<file path="src/rtl/thermostat_spi_pkg.sv">
// Shared types and constants for the SPI temperature responder.
package thermostat_spi_pkg;

   localparam int C_CMD_W   = 8;
   localparam int C_FRAME_W = 16;
   localparam int C_TEMP_W  = 10;

   // Command byte that asks for the current temperature.
   localparam logic [C_CMD_W-1:0] C_CMD_READ = 8'h03;

   typedef enum logic [1:0] {
      ST_IDLE  = 2'd0,
      ST_CMD   = 2'd1,
      ST_RESP  = 2'd2,
      ST_DRAIN = 2'd3
   } state_t;

   // Response frame: temperature right-aligned, upper bits zero.
   function automatic logic [C_FRAME_W-1:0] build_frame(input logic [C_TEMP_W-1:0] temp);
      return {{(C_FRAME_W - C_TEMP_W){1'b0}}, temp};
   endfunction

endpackage

</file>
<file path="src/rtl/spi_sync_edge.sv">
// Multi-flop synchronizer for one asynchronous SPI line, with one-cycle
// rise/fall pulses derived from the synchronized level.
module spi_sync_edge #(
   parameter int   G_STAGES = 2,
   parameter logic G_IDLE   = 1'b0
) (
   input  logic clk,
   input  logic reset,
   input  logic din,
   output logic level,
   output logic rise,
   output logic fall
);

   logic [G_STAGES-1:0] chain;
   logic                prev;

   // Synchronizer chain plus one delayed copy for edge detection.
   always_ff @(posedge clk) begin
      // NOTE: non-blocking assignments so every flop samples the pre-edge value of its neighbour.
      if (reset) begin
         chain <= {G_STAGES{G_IDLE}};
         prev  <= G_IDLE;
      end else begin
         chain <= {chain[G_STAGES-2:0], din};
         prev  <= chain[G_STAGES-1];
      end
   end

   assign level = chain[G_STAGES-1];
   assign rise  = level & ~prev;
   assign fall  = ~level & prev;

endmodule

</file>
<file path="src/rtl/spi_therm_responder.sv">
// SPI mode-0 responder: receives a command byte and, for a READ command,
// returns a 16-bit snapshot of the live temperature.
module spi_therm_responder
   import thermostat_spi_pkg::*;
#(
   parameter logic [C_CMD_W-1:0] G_CMD_READ    = C_CMD_READ,
   parameter int                 G_SYNC_STAGES = 2
) (
   input  logic                i_clk,
   input  logic                i_reset,
   input  logic [C_TEMP_W-1:0] i_temperature,
   input  logic                i_spi_clk,
   input  logic                i_spi_cs_n,
   input  logic                i_spi_si,
   output logic                o_spi_so,
   output logic                o_spi_so_en,
   output logic [C_CMD_W-1:0]  o_cmd,
   output logic                o_cmd_valid,
   output logic                o_bad_cmd,
   output logic                o_done,
   output logic                o_busy
);

   logic sck_level, sck_rise, sck_fall;
   logic cs_level, cs_rise, cs_fall;
   logic unused_sck_level;

   spi_sync_edge #(.G_STAGES(G_SYNC_STAGES), .G_IDLE(1'b0)) u_sck_sync (
      .clk   (i_clk),
      .reset (i_reset),
      .din   (i_spi_clk),
      .level (sck_level),
      .rise  (sck_rise),
      .fall  (sck_fall)
   );

   spi_sync_edge #(.G_STAGES(G_SYNC_STAGES), .G_IDLE(1'b1)) u_cs_sync (
      .clk   (i_clk),
      .reset (i_reset),
      .din   (i_spi_cs_n),
      .level (cs_level),
      .rise  (cs_rise),
      .fall  (cs_fall)
   );

   // SCK level is not needed; all SPI timing comes from its edges.
   assign unused_sck_level = sck_level;

   logic [G_SYNC_STAGES-1:0] si_chain;
   logic [G_SYNC_STAGES-1:0] settle;
   logic                     si_sync;
   logic                     armed;

   // SI synchronizer and start-up arming: a CS_n falling edge is accepted only
   // after CS_n has been seen high with the synchronizers refilled, so a chip
   // select still held low across a reset cannot start a frame.
   always_ff @(posedge i_clk) begin
      if (i_reset) begin
         si_chain <= '0;
         settle   <= '0;
         armed    <= 1'b0;
      end else begin
         si_chain <= {si_chain[G_SYNC_STAGES-2:0], i_spi_si};
         settle   <= {settle[G_SYNC_STAGES-2:0], 1'b1};
         if (settle[G_SYNC_STAGES-1] && cs_level) begin
            armed <= 1'b1;
         end
      end
   end

   assign si_sync = si_chain[G_SYNC_STAGES-1];

   state_t                 state_q, state_d;
   logic [3:0]             bit_cnt;
   logic [C_CMD_W-1:0]     shift_q;
   logic [C_CMD_W-1:0]     cmd_next;
   logic [C_FRAME_W-1:0]   frame_q;
   logic                   so_q;
   logic [C_CMD_W-1:0]     cmd_q;
   logic                   cmd_valid_q, bad_q, done_q;

   logic start, cnt_clr, cnt_inc, shift_en, cmd_load;
   logic frame_load, frame_shift, bad_d, done_d;

   // State register.
   always_ff @(posedge i_clk) begin
      if (i_reset) begin
         state_q <= ST_IDLE;
      end else begin
         state_q <= state_d;
      end
   end

   assign cmd_next = {shift_q[C_CMD_W-2:0], si_sync};

   // Next-state and datapath controls; CS_n rising overrides everything.
   always_comb begin
      // NOTE: every output of this block gets a default first so no path can infer a latch.
      state_d     = state_q;
      start       = 1'b0;
      cnt_clr     = 1'b0;
      cnt_inc     = 1'b0;
      shift_en    = 1'b0;
      cmd_load    = 1'b0;
      frame_load  = 1'b0;
      frame_shift = 1'b0;
      bad_d       = 1'b0;
      done_d      = 1'b0;
      if (cs_rise) begin
         state_d = ST_IDLE;
      end else begin
         unique case (state_q)
            ST_IDLE: begin
               if (cs_fall && armed) begin
                  state_d = ST_CMD;
                  start   = 1'b1;
                  cnt_clr = 1'b1;
               end
            end
            ST_CMD: begin
               if (sck_rise) begin
                  shift_en = 1'b1;
                  cnt_inc  = 1'b1;
                  if (bit_cnt == 4'd7) begin
                     cmd_load = 1'b1;
                     cnt_clr  = 1'b1;
                     if (cmd_next == G_CMD_READ) begin
                        state_d    = ST_RESP;
                        frame_load = 1'b1;
                     end else begin
                        bad_d   = 1'b1;
                        state_d = ST_DRAIN;
                     end
                  end
               end
            end
            ST_RESP: begin
               frame_shift = sck_fall;
               if (sck_rise) begin
                  cnt_inc = 1'b1;
                  if (bit_cnt == 4'd15) begin
                     done_d  = 1'b1;
                     state_d = ST_DRAIN;
                  end
               end
            end
            ST_DRAIN: begin
               state_d = ST_DRAIN;
            end
            default: begin
               state_d = ST_IDLE;
            end
         endcase
      end
   end

   // Bit counter, command shifter, response frame and status pulses.
   always_ff @(posedge i_clk) begin
      if (i_reset) begin
         bit_cnt     <= '0;
         shift_q     <= '0;
         frame_q     <= '0;
         so_q        <= 1'b0;
         cmd_q       <= '0;
         cmd_valid_q <= 1'b0;
         bad_q       <= 1'b0;
         done_q      <= 1'b0;
      end else begin
         cmd_valid_q <= cmd_load;
         bad_q       <= bad_d;
         done_q      <= done_d;

         if (cnt_clr) begin
            bit_cnt <= '0;
         end else if (cnt_inc) begin
            bit_cnt <= bit_cnt + 4'd1;
         end

         if (start) begin
            shift_q <= '0;
         end else if (shift_en) begin
            shift_q <= cmd_next;
         end

         if (cmd_load) begin
            cmd_q <= cmd_next;
         end

         // The frame is captured once, on the 8th command bit, and only shifted
         // afterwards, so temperature changes mid-frame cannot tear the reply.
         if (frame_load) begin
            frame_q <= build_frame(i_temperature);
            so_q    <= 1'b0;
         end else if (frame_shift) begin
            so_q    <= frame_q[C_FRAME_W-1];
            frame_q <= {frame_q[C_FRAME_W-2:0], 1'b0};
         end else if (state_d != ST_RESP) begin
            so_q <= 1'b0;
         end
      end
   end

   assign o_spi_so_en = (state_q == ST_RESP);
   assign o_spi_so    = o_spi_so_en & so_q;
   assign o_busy      = (state_q != ST_IDLE);
   assign o_cmd       = cmd_q;
   assign o_cmd_valid = cmd_valid_q;
   assign o_bad_cmd   = bad_q;
   assign o_done      = done_q;

endmodule

</file>
<file path="config.mk">
export PLATFORM = sky130hd
export DESIGN_NAME = spi_therm_responder
export DESIGN_NICKNAME = d
export VERILOG_FILES = /design/src/rtl/thermostat_spi_pkg.sv /design/src/rtl/spi_sync_edge.sv /design/src/rtl/spi_therm_responder.sv
export SDC_FILE = /design/constraint.sdc
export NUM_CORES = 1
export LEC_CHECK = 0
export BUFFER_PORTS_ARGS = -buffer_cell sky130_fd_sc_hd__buf_4
export CAP_MARGIN = 20
export CORE_MARGIN = 5
export CORE_UTILIZATION = 40
export CTS_CLUSTER_SIZE = 20
export DETAILED_ROUTE_END_ITERATION = 10
export GPL_TIMING_DRIVEN = 0
export SYNTH_ARGS = -nofsm -noshare
export SYNTH_HDL_FRONTEND = slang
export SYNTH_SLANG_ARGS = --single-unit
</file>
<file path="constraint.sdc">
create_clock -name i_clk -period 1.8 [get_ports i_clk]
set_clock_uncertainty 0.1 [all_clocks]
set_input_delay 0.18 -clock i_clk [delete_from_list [all_inputs] [get_ports i_clk]]
set_output_delay 0.18 -clock i_clk [all_outputs]
set_load 0.02 [all_outputs]
</file>
# --- Yosys cells after proc, flatten, opt, wreduce, memory -nomap -nowiden ---
# Index checks and enable logic that the tools add are counted.
classes:
  addsub: 1
  eq_ne: 7
  n_mux: 36
  n_bitwise: 13
  n_reduce_logical: 12
ops:
  columns: ["cell", "count"]
  rows:
  - ["$mux 1", 26]
  - ["$mux 10", 2]
  - ["$mux 2", 6]
  - ["$eq 8x2->1 const B", 1]
  - ["$not 1->1", 8]
  - ["$pmux 2 s4", 1]
  - ["$reduce_or 2->1", 4]
  - ["$reduce_bool 2->1", 3]
  - ["$and 1x1->1", 5]
  - ["$reduce_or 5->1", 1]
  - ["$add 4x1->4 const B", 1]
  - ["$eq 2x2->1 const B", 2]
  - ["$eq 4x3->1 const B", 1]
  - ["$eq 4x4->1 const B", 1]
  - ["$reduce_or 4->1", 1]
  - ["$eq 2x1->1 const B", 1]
  - ["$logic_and 1x1->1", 2]
  - ["$logic_not 2->1", 1]
  - ["$ne 2x2->1 const B", 1]
  - ["$pmux 1 s2", 1]
word_totals:
  register_bits: 52
  input_bits: 15
  output_inout_bits: 14
  wordCells: 87

# --- Logic depth before layout (Yosys ltp) ---
logic_depth:
  ltp_word: 9
  depth_mapped: 9

# --- By module ---
# A second synthesis with hierarchy kept.
unflattened:
  hier_cells: 227
  hier_area_um2: 2167.1
modules_own_cells:
  columns: ["module", "n_inst", "cells_each", "area_per_inst_um2", "seq_area_each_um2"]
  rows:
  - ["spi_therm_responder", 1, 211, 1983.2, 920.9]
  - ["spi_sync_edge at u_cs_sync", 1, 8, 92.6, 60.1]
  - ["spi_sync_edge at u_sck_sync", 1, 8, 91.3, 60.1]

# --- Worst setup path after synthesis ---
# OpenSTA, ideal clock, no wires.
synth_timing:
  path_type: "reg2reg"
  startpoint: "register state_q[0]"
  endpoint: "register frame_q[3]"
  setup_time_ns: 0.088
  arrival_time_ns: 1.825
  required_time_ns: 1.612
  setup_slack_ns: -0.213
  path_stages_with_launch: 8
  n_path_buf: 1
  period_less_slack_ns: 2.013
  cell_sequence: "dfxtp_1 > inv_1 > ha_1 > nand2_1 > nor3b_2 > clkbuf_1 > nand2_1 > a311oi_2"
synth_via:
  elab_chain_cells: 4
  elab_cells_between_ends: 8
  cone_classes: "2 x eq/ne; 5 x mux; 1 x reduce/logical"
synth_lines:
  columns: ["item", "line_no", "text"]
  rows:
  - ["from (decl)", "spi_therm_responder.sv:73", "state_t state_q, state_d;"]
  - ["from (signal assigned)", "spi_therm_responder.sv:90", "state_q <= state_d;"]
  - ["$eq 2x2->1", null, null]
  - ["named net o_spi_so_en", "spi_therm_responder.sv:16", "output logic o_spi_so_en,"]
  - ["$mux 1", "spi_therm_responder.sv:112", "unique case (state_q)"]
  - ["$mux 1", "spi_therm_responder.sv:109", "if (cs_rise) begin"]
  - ["$reduce_bool 2->1 (no source line)", null, null]
  - ["to (signal assigned)", "spi_therm_responder.sv:192", "frame_q <= build_frame(i_temperature);"]
  - ["to (signal assigned)", "spi_therm_responder.sv:196", "frame_q <= {frame_q[C_FRAME_W-2:0], 1'b0};"]
  - ["to (decl)", "spi_therm_responder.sv:77", "logic [C_FRAME_W-1:0] frame_q;"]
# The timed path passes the listed nets, and every way through them passes these cells.
# A chain may end at the register's enable or synchronous reset.

# --- Worst setup path in the final report ---
layout_timing:
  startpoint: "register bit_cnt[1]"
  endpoint: "register frame_q[6]"
layout_via:
  elab_chain_cells: 6
  elab_cells_between_ends: 7
  cone_classes: "1 x eq/ne; 5 x mux; 1 x reduce/logical"
layout_lines:
  columns: ["item", "line_no", "text"]
  rows:
  - ["from (decl)", "spi_therm_responder.sv:74", "logic [3:0] bit_cnt;"]
  - ["from (signal assigned)", "spi_therm_responder.sv:176", "bit_cnt <= bit_cnt + 4'd1;"]
  - ["$eq 4x3->1 *", "spi_therm_responder.sv:124", "if (bit_cnt == 4'd7) begin"]
  - ["$mux 1 *", "spi_therm_responder.sv:124", null]
  - ["$mux 1 *", "spi_therm_responder.sv:121", "if (sck_rise) begin"]
  - ["$mux 1 *", "spi_therm_responder.sv:112", null]
  - ["$mux 1 *", "spi_therm_responder.sv:109", null]
  - ["$mux 10 / $reduce_bool 2->1 (equally long branches)", null, null]
# Mark *: on every way between the ends. The rest lies on a longest branch, timed or not.

==> impl_metrics.csv <==
group,metric,value,unit
grt,grt_first_pass_wirelength,7.258,mm
timing,hold_slack,0.03688,ns
worst_setup_path,critPathLaunchType,"register",
power_and_ir_drop,clock_power_share,0.322,
clocking,cts_tree,"yes",
power_and_ir_drop,peakVddDrop,0.5805,mV
timing,fmax,0.4970,GHz
power_and_ir_drop,p_comb_frac,0.198,
worst_setup_path,crit_path_max_incr_delay,0.52,ns
detailed_routing,first_pass_iters,4,
finish,fill_cells,517,
yosys,synthMuxAreaShare,0.08000,
yosys,synth_top_family_by_area,"simple AND/OR/NAND/NOR gates",
timing,worst_pin_slew,0.6719,ns
yosys,yosysSeqAreaShare,0.4894,
worst_setup_path,arrival,2.08,ns
min_path,min_path_type,"primary input to register",
power_and_ir_drop,cellPowerDensity,922.5,nW/µm²
timing,finalHoldViolCount,0,
place,dpl.hpwl,2.985,mm
floorplanning,initial_utilization,0.4138,
run,maxCapViolCount,0,
worst_setup_path,cp.buffers_inverters,2,
run_status,violations,"negative setup slack",
floorplanning,row_count,26,
clocking,cts.sinks,52,
floorplanning,die_h,82.92,µm
place,io_buffers,28,
grt,grt_max_degree,18,
finish,diodes,0,
grt,grt-ovfl-total,0,
power_and_ir_drop,leakagePower,1.161,nW
detailed_routing,wirelength,4.349,mm
detailed_routing,num_vias,1687,
finish,nNetsFinal,294,
worst_setup_path,slowest_stage,"or4_4",
worst_setup_path,worstPathRequired,1.87,ns
detailed_routing,route.detailed.drc,0,
power_and_ir_drop,switchingPower,0.0007261,W
detailed_routing,drt_iter0_markers,40,
clocking,cts_buffer_depth,2,
timing,slew_headroom,0.5521,
power_and_ir_drop,power_frac_seq,0.480,
timing,timing.final.crit_share,1.118,
yosys,ys_ff_latch,52,
detailed_routing,via_per_inst,4.904,
timing,worst_slack,-0.2121,ns
yosys,synthSimpleGateAreaFrac,0.2376,
run_status,status,"finished, violations left",
worst_setup_path,cp-end-kind,"register",
power_and_ir_drop,power.internal,0.001833,W
clocking,clk_pin_slew,0.10,ns
timing,rsz0062_at_grt,"yes",
clocking,clock_latency,0.31,ns
clocking,cts_root_buf,"clkbuf_8",
finish,drive_above_1_share,0.2993,
finish,area_growth,30.41,%
worst_setup_path,crit_chain,"ha_4 > nand2_4 > or4_4 > or2_4 > buf_6 > clkbuf_16 > nand3_2 > a21oi_2",
worst_setup_path,crit_fanout,6,
grt,grt.total_usage,0.1275,
grt,grt_pass1_vias,1588,
yosys,synth_fa_ha_area_frac,0.03529,
worst_setup_path,critical_path_class,"register to register",
yosys,synth_compound_area_frac,0.1147,
timing,drv_slew,0,
yosys,syn_area_per_cell,9.412,µm²
floorplanning,die_area,6876,µm²
yosys,syn_area,2127,µm²
detailed_routing,drt-wirelength-per-cell,12.64,µm
floorplanning,coreArea,5140,µm²
yosys,yosys_warnings,0,
place,place_ws,-0.2661,ns
place,gp_congestion,0.7328,
yosys,synth_cells,226,
detailed_routing,postRouteAntennaNets,0,
worst_setup_path,crit_family,"simple AND/OR/NAND/NOR gates",
grt,antenna_found_initial,0,
floorplanning,io_pins,29,
clocking,htree_levels,2,
power_and_ir_drop,swShare,0.2838,
clocking,cts_buffers,5,
timing,fin_crit,2.012,ns
yosys,yosysUniqueCellTypes,38,
floorplanning,die_w,82.92,µm
yosys,synth_xor_area_frac,0.01235,
yosys,synth_fp_nets,247,
timing,setup_viol,19,
==> registers in the layout (all words and copies together) (netlist names), 2 cells and up <==
register          flops
frame_q              16
o_cmd                 8
shift_q               7
bit_cnt               4
settle                2
si_chain              2
state_q               2
u_cs_sync.chain       2
u_sck_sync.chain      2
==> through the flow <==
step	std cells	power (W)	cell area (µm²)	TNS (ns)	utilization
after floorplan	226	0.001582	2176	-0.8598	-
after global placement	324	0.001727	2474	-3.171	0.4813
after detailed placement	324	0.001727	2474	-3.060	0.4813
after CTS	341	0.002578	2703	-1.956	0.5258
after global routing	344	0.002696	2774	-3.904	0.5397
final	344	0.002559	2774	-2.210	0.5397
==> cell usage after synthesis <==
cell | instances | area, µm²
a311oi_2 | 8 | 120.1
nand2b_1 | 5 | 31.28
a2111oi_0 | 1 | 8.760
nand3_1 | 3 | 15.01
a22oi_1 | 1 | 7.510
a211oi_1 | 1 | 7.510
nor2b_1 | 9 | 56.30
and3_1 | 1 | 6.260
nand2_1 | 38 | 142.6
nand4_1 | 2 | 12.51
a2bb2o_1 | 1 | 10.01
nor2_1 | 35 | 131.4
and2_1 | 2 | 12.51
nor4bb_1 | 1 | 10.01
and3b_1 | 1 | 8.760
nand4b_1 | 1 | 8.760
a31oi_1 | 1 | 6.260
buf_6 | 2 | 22.52
nor4_1 | 1 | 6.260
a21boi_0 | 1 | 7.510
o21ai_2 | 1 | 8.760
or2_2 | 3 | 18.77
nor3_1 | 3 | 15.01
xor2_1 | 2 | 17.52
clkbuf_1 | 6 | 22.52
inv_1 | 4 | 15.01
or4_4 | 1 | 11.26
or2_1 | 1 | 6.260
o21ai_0 | 1 | 5.000
o211ai_1 | 1 | 7.510
o32a_1 | 1 | 10.01
dfxtp_1 | 52 | 1041
buf_2 | 1 | 5.000
ha_1 | 6 | 75.07
mux2i_1 | 17 | 170.2
a21oi_1 | 9 | 45.04
nor3b_2 | 1 | 12.51
xnor2_1 | 1 | 8.760
==> path summary, 6_finish.rpt <==
kind | startpoint | endpoint | slack (ns) | cells after the start
worst min register to register | u_cs_sync.chain[0] | u_cs_sync.chain[1] | 0.32 | 1
worst max-delay path | bit_cnt[1] | frame_q[6] | -0.21 | 8
worst min-delay path | i_temperature[0] | frame_q[0] | 0.04 | 3
worst max register to register | bit_cnt[1] | frame_q[6] | -0.21 | 8
==> cell usage in the layout, fill, tap and decap left out, types with 2 or more instances in the layout <==
cell / count
dfxtp_1: 46
nand2_1: 37
nor2_1: 35
buf_4: 35
mux2i_1: 16
nor2b_1: 9
a311oi_2: 8
a21oi_1: 7
nand2b_1: 5
dfxtp_2: 5
clkbuf_8: 5
dlygate4sd3_1: 4
inv_1: 3
clkbuf_1: 3
or2_2: 3
ha_1: 3
and2_1: 2
nand4_1: 2
nand3_2: 2
a21oi_2: 2
nor3_1: 2
xor2_1: 2
ha_4: 2
==> timing repair <==
item / in CTS / in global routing
buffers inserted: 5 / 2
hold buffers: 4 / 0
pin swaps: 1 / 2
gates cloned: 0 / 2
endpoints found under the setup margin: 20 / 28
endpoints found under the hold margin: 6 / 0
gates resized for setup: 12 / 10
==> logic make-up after synthesis <==
family                     after synthesis
muxes                                   17
adders and majority gates                6
AOI/OAI and AO/OA                       27
xor gates and xnor gates                 3
DFF                                     52
buffers and inverters                   13
and+or+nand+nor                        108
==> layer usage <==
metal | part of all wire | track usage | up-vias | routed length, µm
li1 | - | - | 862 | -
met1 | 0.50 | 0.1616 | 793 | 2174
met2 | 0.45 | 0.2070 | 26 | 1940
met3 | 0.039 | 0.03564 | 6 | 168
met4 | 0.015 | 0.04458 | 0 | 65
met5 | 0 | 0 | - | 0
==> worst register-to-register path: stages (launching register included) <==
cell       delay [ns]
dfxtp_2          0.37
ha_4             0.15
nand2_4          0.05
or4_4            0.52
or2_4            0.26
buf_6            0.14
clkbuf_16        0.15
nand3_2          0.07
a21oi_2          0.06
==> power groups by stage <==
stage	Clock [W]	Sequential, W	Combinational (W)
floorplan	0	0.00124	0.000342
global placement	0	0.00125	0.000478
detailed placement	0	0.00125	0.000477
CTS	0.000854	0.00123	0.000496
global route	0.000894	0.00123	0.000570
finish	0.000824	0.00123	0.000506
==> cell type report <==
| cell class | count | area, µm² | share of cell area |
|---|---|---|---|
| clock inverters | 3 | 46.29 | 0.01669 |
| clock buffers | 5 | 68.82 | 0.02481 |
| well taps | 70 | 87.58 | 0.03157 |
| multi-input cells | 161 | 1100 | 0.3965 |
| inverters | 4 | 17.52 | 0.006315 |
| plain buffers | 8 | 70.07 | 0.02526 |
| flip-flops and latches | 52 | 1051 | 0.3789 |
| repair buffers | 41 | 332.8 | 0.1200 |
No activity file was read; power rests on OpenSTA's default activity.
